**config.mk**
```make
export PLATFORM = sky130hd
export DESIGN_NAME = seq_divider
export DESIGN_NICKNAME = d
export VERILOG_FILES = /design/src/rtl/div_pkg.sv /design/src/rtl/div_step.sv /design/src/rtl/seq_divider.sv
export SDC_FILE = /design/constraint.sdc
export NUM_CORES = 1
export LEC_CHECK = 0
export BUFFER_PORTS_ARGS = -buffer_cell sky130_fd_sc_hd__clkbuf_2
export CAP_MARGIN = 25
export CORE_MARGIN = 2
export CORE_UTILIZATION = 50
export CTS_CLUSTER_SIZE = 8
export DETAILED_ROUTE_END_ITERATION = 10
export PLACE_DENSITY_LB_ADDON = 0.1
export SYNTH_ARGS = -nofsm -noshare
export SYNTH_HDL_FRONTEND = slang
export SYNTH_HIERARCHICAL = 1
export SYNTH_SLANG_ARGS = --single-unit
```
**constraint.sdc**
```tcl
create_clock -name clock -period 3.5 [get_ports clock]
set_input_delay 0.7 -clock clock [delete_from_list [all_inputs] [get_ports clock]]
set_output_delay 0.7 -clock clock [all_outputs]
set_load 0.005 [all_outputs]
```
**src/rtl/div_pkg.sv**
```systemverilog
// Shared types and constants for the sequential divider.
package div_pkg;

    localparam int unsigned DIV_WIDTH  = 32;
    localparam int unsigned ITER_COUNT = DIV_WIDTH;

    typedef enum logic [1:0] {
        IDLE = 2'd0,
        CALC = 2'd1,
        FIX  = 2'd2,
        DONE = 2'd3
    } div_state_e;

endpackage

```
**src/rtl/div_step.sv**
```systemverilog
// One restoring-division iteration: shift the next dividend bit into the
// partial remainder, trial-subtract the divisor, and emit one quotient bit.
module div_step
    import div_pkg::*;
#(
    parameter int unsigned WIDTH = DIV_WIDTH
) (
    input  logic [WIDTH-1:0] rem_in,
    input  logic [WIDTH-1:0] quo_in,
    input  logic [WIDTH-1:0] divisor,
    output logic [WIDTH-1:0] rem_out,
    output logic [WIDTH-1:0] quo_out
);

    logic [WIDTH:0]   shifted;
    logic [WIDTH-1:0] trial;
    logic             fits;

    // The shifted remainder needs one extra bit; after a successful subtract it fits in WIDTH again.
    always_comb begin
        shifted = {rem_in, quo_in[WIDTH-1]};
        fits    = (shifted >= {1'b0, divisor});
        trial   = WIDTH'(shifted - {1'b0, divisor});
        rem_out = fits ? trial : shifted[WIDTH-1:0];
        quo_out = {quo_in[WIDTH-2:0], fits};
    end

endmodule

```
**src/rtl/seq_divider.sv**
```systemverilog
// Multi-cycle restoring divider, one quotient bit per clock, fixed latency.
// Define SEQ_DIVIDER_SIGNED_EN to honour signed_op (two's-complement division).
module seq_divider
    import div_pkg::*;
#(
    parameter int unsigned WIDTH = DIV_WIDTH
) (
    input  logic                 clock,
    input  logic                 clear,
    input  logic                 start,
    input  logic [WIDTH-1:0]     dividend,
    input  logic [WIDTH-1:0]     divisor,
    input  logic                 signed_op,
    output logic                 busy,
    output logic                 done,
    output logic                 div_by_zero,
    output logic [2*WIDTH-1:0]   result
);

    localparam int unsigned CNT_W = $clog2(WIDTH + 1);

    div_state_e       state;
    div_state_e       state_next;
    logic             load;
    logic             iterate;
    logic             finish;

    logic [CNT_W-1:0] count;
    logic [WIDTH-1:0] quo_q;
    logic [WIDTH-1:0] rem_q;
    logic [WIDTH-1:0] den_q;
    logic [WIDTH-1:0] num_raw_q;
    logic             zero_q;

    logic [WIDTH-1:0] a_mag;
    logic [WIDTH-1:0] b_mag;
    logic [WIDTH-1:0] step_rem;
    logic [WIDTH-1:0] step_quo;
    logic [WIDTH-1:0] fix_quo;
    logic [WIDTH-1:0] fix_rem;

    div_step #(
        .WIDTH   (WIDTH)
    ) u_step (
        .rem_in  (rem_q),
        .quo_in  (quo_q),
        .divisor (den_q),
        .rem_out (step_rem),
        .quo_out (step_quo)
    );

`ifdef SEQ_DIVIDER_SIGNED_EN
    logic a_neg;
    logic b_neg;
    logic q_neg_q;
    logic r_neg_q;

    assign a_neg = signed_op & dividend[WIDTH-1];
    assign b_neg = signed_op & divisor[WIDTH-1];
    assign a_mag = a_neg ? (~dividend + WIDTH'(1)) : dividend;
    assign b_mag = b_neg ? (~divisor + WIDTH'(1)) : divisor;

    // Quotient sign is the XOR of operand signs; remainder follows the dividend.
    always_ff @(posedge clock) begin
        if (clear) begin
            q_neg_q <= 1'b0;
            r_neg_q <= 1'b0;
        end else if (load) begin
            q_neg_q <= a_neg ^ b_neg;
            r_neg_q <= a_neg;
        end
    end

    assign fix_quo = q_neg_q ? (~quo_q + WIDTH'(1)) : quo_q;
    assign fix_rem = r_neg_q ? (~rem_q + WIDTH'(1)) : rem_q;
`else
    logic unused_signed_op;

    assign unused_signed_op = signed_op;
    assign a_mag            = dividend;
    assign b_mag            = divisor;
    assign fix_quo          = quo_q;
    assign fix_rem          = rem_q;
`endif

    // State register plus registered status outputs decoded from the next state.
    always_ff @(posedge clock) begin
        if (clear) begin
            state <= IDLE;
            busy  <= 1'b0;
            done  <= 1'b0;
        end else begin
            state <= state_next;
            busy  <= (state_next != IDLE);
            done  <= (state_next == DONE);
        end
    end

    always_comb begin
        state_next = state;
        load       = 1'b0;
        iterate    = 1'b0;
        finish     = 1'b0;
        case (state)
            IDLE: begin
                if (start) begin
                    load       = 1'b1;
                    state_next = CALC;
                end
            end
            CALC: begin
                iterate = 1'b1;
                if (count == CNT_W'(1)) begin
                    state_next = FIX;
                end
            end
            FIX: begin
                finish     = 1'b1;
                state_next = DONE;
            end
            DONE: begin
                state_next = IDLE;
            end
            default: begin
                state_next = IDLE;
            end
        endcase
    end

    // Operand latch, iteration datapath and result register.
    always_ff @(posedge clock) begin
        if (clear) begin
            count       <= '0;
            quo_q       <= '0;
            rem_q       <= '0;
            den_q       <= '0;
            num_raw_q   <= '0;
            zero_q      <= 1'b0;
            div_by_zero <= 1'b0;
            result      <= '0;
        end else begin
            if (load) begin
                count     <= CNT_W'(WIDTH);
                quo_q     <= a_mag;
                rem_q     <= '0;
                den_q     <= b_mag;
                num_raw_q <= dividend;
                zero_q    <= (divisor == '0);
            end else if (iterate) begin
                count <= count - CNT_W'(1);
                quo_q <= step_quo;
                rem_q <= step_rem;
            end

            // Divide-by-zero reports the dividend as given, bypassing sign correction.
            if (finish) begin
                div_by_zero <= zero_q;
                if (zero_q) begin
                    result <= {num_raw_q, {WIDTH{1'b1}}};
                end else begin
                    result <= {fix_rem, fix_quo};
                end
            end
        end
    end

endmodule

```
==> metrics.txt <==
outcome finished clean; dpl cell area 10800 um^2; synth unique cells 64; CTS tree done; CORE AREA 20200 um^2; top-area cell type share of the netlist area 39.9%; GRT busiest layer met2; CTS HTree Levels 1; Congestion Overflow GR 0; HP Class primary input to register; gpl congestion 0.873; Vias/cell 5.35; initial antenna violation count 0; DRC 0; initial core utilization 50.7%; crit-path cells ha_1 -> a21oi_2 -> a211oi_1 -> or3_4 -> nor4b_4 -> o21ai_2 -> a31oi_4 -> o21a_4 -> inv_2 -> buf_4 -> mux2_4 -> nand2_1 -> a21oi_1; gr usage total 22.5%; Final setup viols 0; CTS root buf clkbuf_16; drt wl/cell 15.7 um; Synth Flop Type dfxtp_1; list of most frequent post-synthesis cells 220 x nand2_1, 204 x dfxtp_1, 128 x a21oi_1, 93 x nor2_1, 71 x nor3_1; drt total wl 24600 um; Top-Level Pins 135; Syn Inst Count 1236; EDFF count, synth 0; Fin Clk Skew 0.0206 ns; global-route wire length before repair 40400 um; Crit Path Category register to register; Leakage 4.68 nW; Port Buffer Count 133; crit end category register; die area 21600 um^2; Post-Layout Inst Area 11600 um^2; WP data required 3.89 ns; pin count of the biggest net entering global routing 98; critical path data arrival time 3.61 ns; DR vias 8409; CTS buffer count 29; Finished Core Util 57.3%; post-route ant nets 0; register bit total from synthesis 204; M2 GR Usage 35.2%; Synth Area per Inst 8.27 um^2; asr flop ratio synth 0%; Synth Cell Area 10200 um^2; die height 147 um; post-route clock period utilization 91.9%; top cells by area, synth dfxtp_1 40%, nand2_1 8.1%, a21oi_1 6.3%; Tmin final 3.22 ns; Clock Latency Late Sink 0.52 ns; worst ir drop on vdd 0.385 mV; Die W 147 um; Seq/Total Area, Yosys 39.9%; critical-path maximum fanout 6; final worst-path setup slack 0.283 ns; Fmax 0.311 GHz; clock buffer depth 3; critical path's slowest cell dfxtp_1; slew of the pin with the lowest slew margin 0.943 ns; Fin. Hold Viols 0; max cap viols 0; Diodes inserted 0; TritonRoute pass-1 iters 4; Min Hold Slack 0.411 ns; global-route met1 utilization 33.6%; dpl ws 0.236 ns; hpwl dp 17500 um; most common cell in the netlist nand2_1; Crit path largest cell delay 0.43 ns; setup_tns 0 ns; postcts setup bufs 0; Power Dens Cells 576 nW/um^2; startpoint types register; GR met3 Demand/Resource 2.61%; slew margin rel. 37.1%; syn_nets 1339; vias in the first global route 7859; CTS clk-pin slew, worst paths 0.05 ns; largest area contributor in the netlist dfxtp_1; FP Rows 52; layout overhead on the synthesized area 13.1%; Final Max Slew Viols 0; register area 4090 um^2; clock sinks 204; layout cell share with drive strength beyond 1 18.3%; RSZ-0062 raised after global routing false; multi-input logic area 5350 um^2; Ys Warns 6; Initial DRC Count 397; Final nets 1404; Filler Cell Count 1941
## cell type report
| class | count | share of cell area [%] |
|---|---|---|
| Timing Repair Buffer | 155 | 7.56 |
| Tap cell | 270 | 2.92 |
| Clock buffer | 31 | 6.51 |
| Multi-Input combinational cell | 868 | 46.3 |
| Inverter | 43 | 1.40 |
| Sequential cell | 204 | 35.3 |
## state kept, by name (all words and copies together) (netlist names)
| register | cells |
|---|---|
| busy | 1 |
| count | 6 |
| den_q | 32 |
| div_by_zero | 1 |
| done | 1 |
| fix_quo | 32 |
| fix_rem | 32 |
| num_raw_q | 32 |
| result | 64 |
| state | 2 |
| zero_q | 1 |
## worst max-delay path, delay by kind of cell (launching register included)
kind                       cells  cell delay [ns]
AOI/OAI and AO/OA              6             0.97
and+or+nand+nor                3             0.82
DFF                            1             0.43
adders and majority gates      1             0.33
muxes                          1             0.30
buffers and inverters          2             0.24
## repair_timing
action                                  CTS  global route
hold buffers                              0             0
endpoints found under the setup margin    0             5
gates resized for setup                   0             1
## kinds of logic (layout without fill, tap and decap cells)
logic type | after synthesis | in the layout | synth area share (%)
AND/OR/NAND/NOR | 478 | 478 | 21.1
AO/OA/AOI/OAI | 264 | 264 | 17.2
flip-flops | 204 | 204 | 39.9
buffers and inverters | 164 | 229 | 8.09
multiplexers | 64 | 64 | 6.95
adder cells (fa/ha/maj) | 35 | 35 | 4.36
XOR/XNOR | 27 | 27 | 2.31
## routing by layer
metal | wire length [um] | vias up
met5 | 0 | -
met4 | 439 | 0
met3 | 965 | 36
met2 | 10600 | 169
met1 | 12600 | 3827
li1 | - | 4377
## report_power, final
| group | switching, mW | internal (mW) | total, mW |
|---|---|---|---|
| sequential | 0.104 | 2.45 | 2.56 |
| combinational | 0.896 | 0.812 | 1.71 |
| clock | 0.915 | 1.48 | 2.39 |
## layout by cell type, fill, tap and decap left out, drive strengths merged, types with 5 or more instances in the layout
master | netlist | routed
a21o | 10 | 10
mux2i | 35 | 35
a31oi | 6 | 6
a211oi | 37 | 37
xor2 | 9 | 9
o21a | 5 | 5
clkbuf | 44 | 163
ha | 34 | 34
xnor2 | 18 | 18
nor2b | 8 | 8
buf | 77 | 23
nor3 | 71 | 71
a21oi | 129 | 129
dfxtp | 204 | 204
nor2 | 94 | 94
nand3 | 8 | 8
nand2 | 220 | 220
nor4 | 11 | 11
mux2 | 29 | 29
nand4 | 11 | 11
inv | 43 | 43
o21bai | 5 | 5
a221o | 32 | 32
o21ai | 14 | 14
and2 | 34 | 34
## per-stage QoR
step | total power, mW | std cells
floorplan | 3.94 | 1236
global placement | 4.26 | 1538
detailed placement | 4.28 | 1539
CTS | 6.71 | 1570
global route | 6.98 | 1571
finish | 6.66 | 1571
## final timing paths
| path | slack, ns | from | endpoint | depth (start not counted) |
|---|---|---|---|---|
| setup / recovery | 0.28 | fix_rem[6] | fix_rem[27] | 13 |
| hold / removal | 0.41 | dividend[27] | num_raw_q[27] | 3 |
| setup reg to reg | 0.28 | fix_rem[6] | fix_rem[27] | 13 |
| hold reg to reg | 0.45 | den_q[12] | den_q[12] | 2 |
No activity file was read; power rests on OpenSTA's default activity.
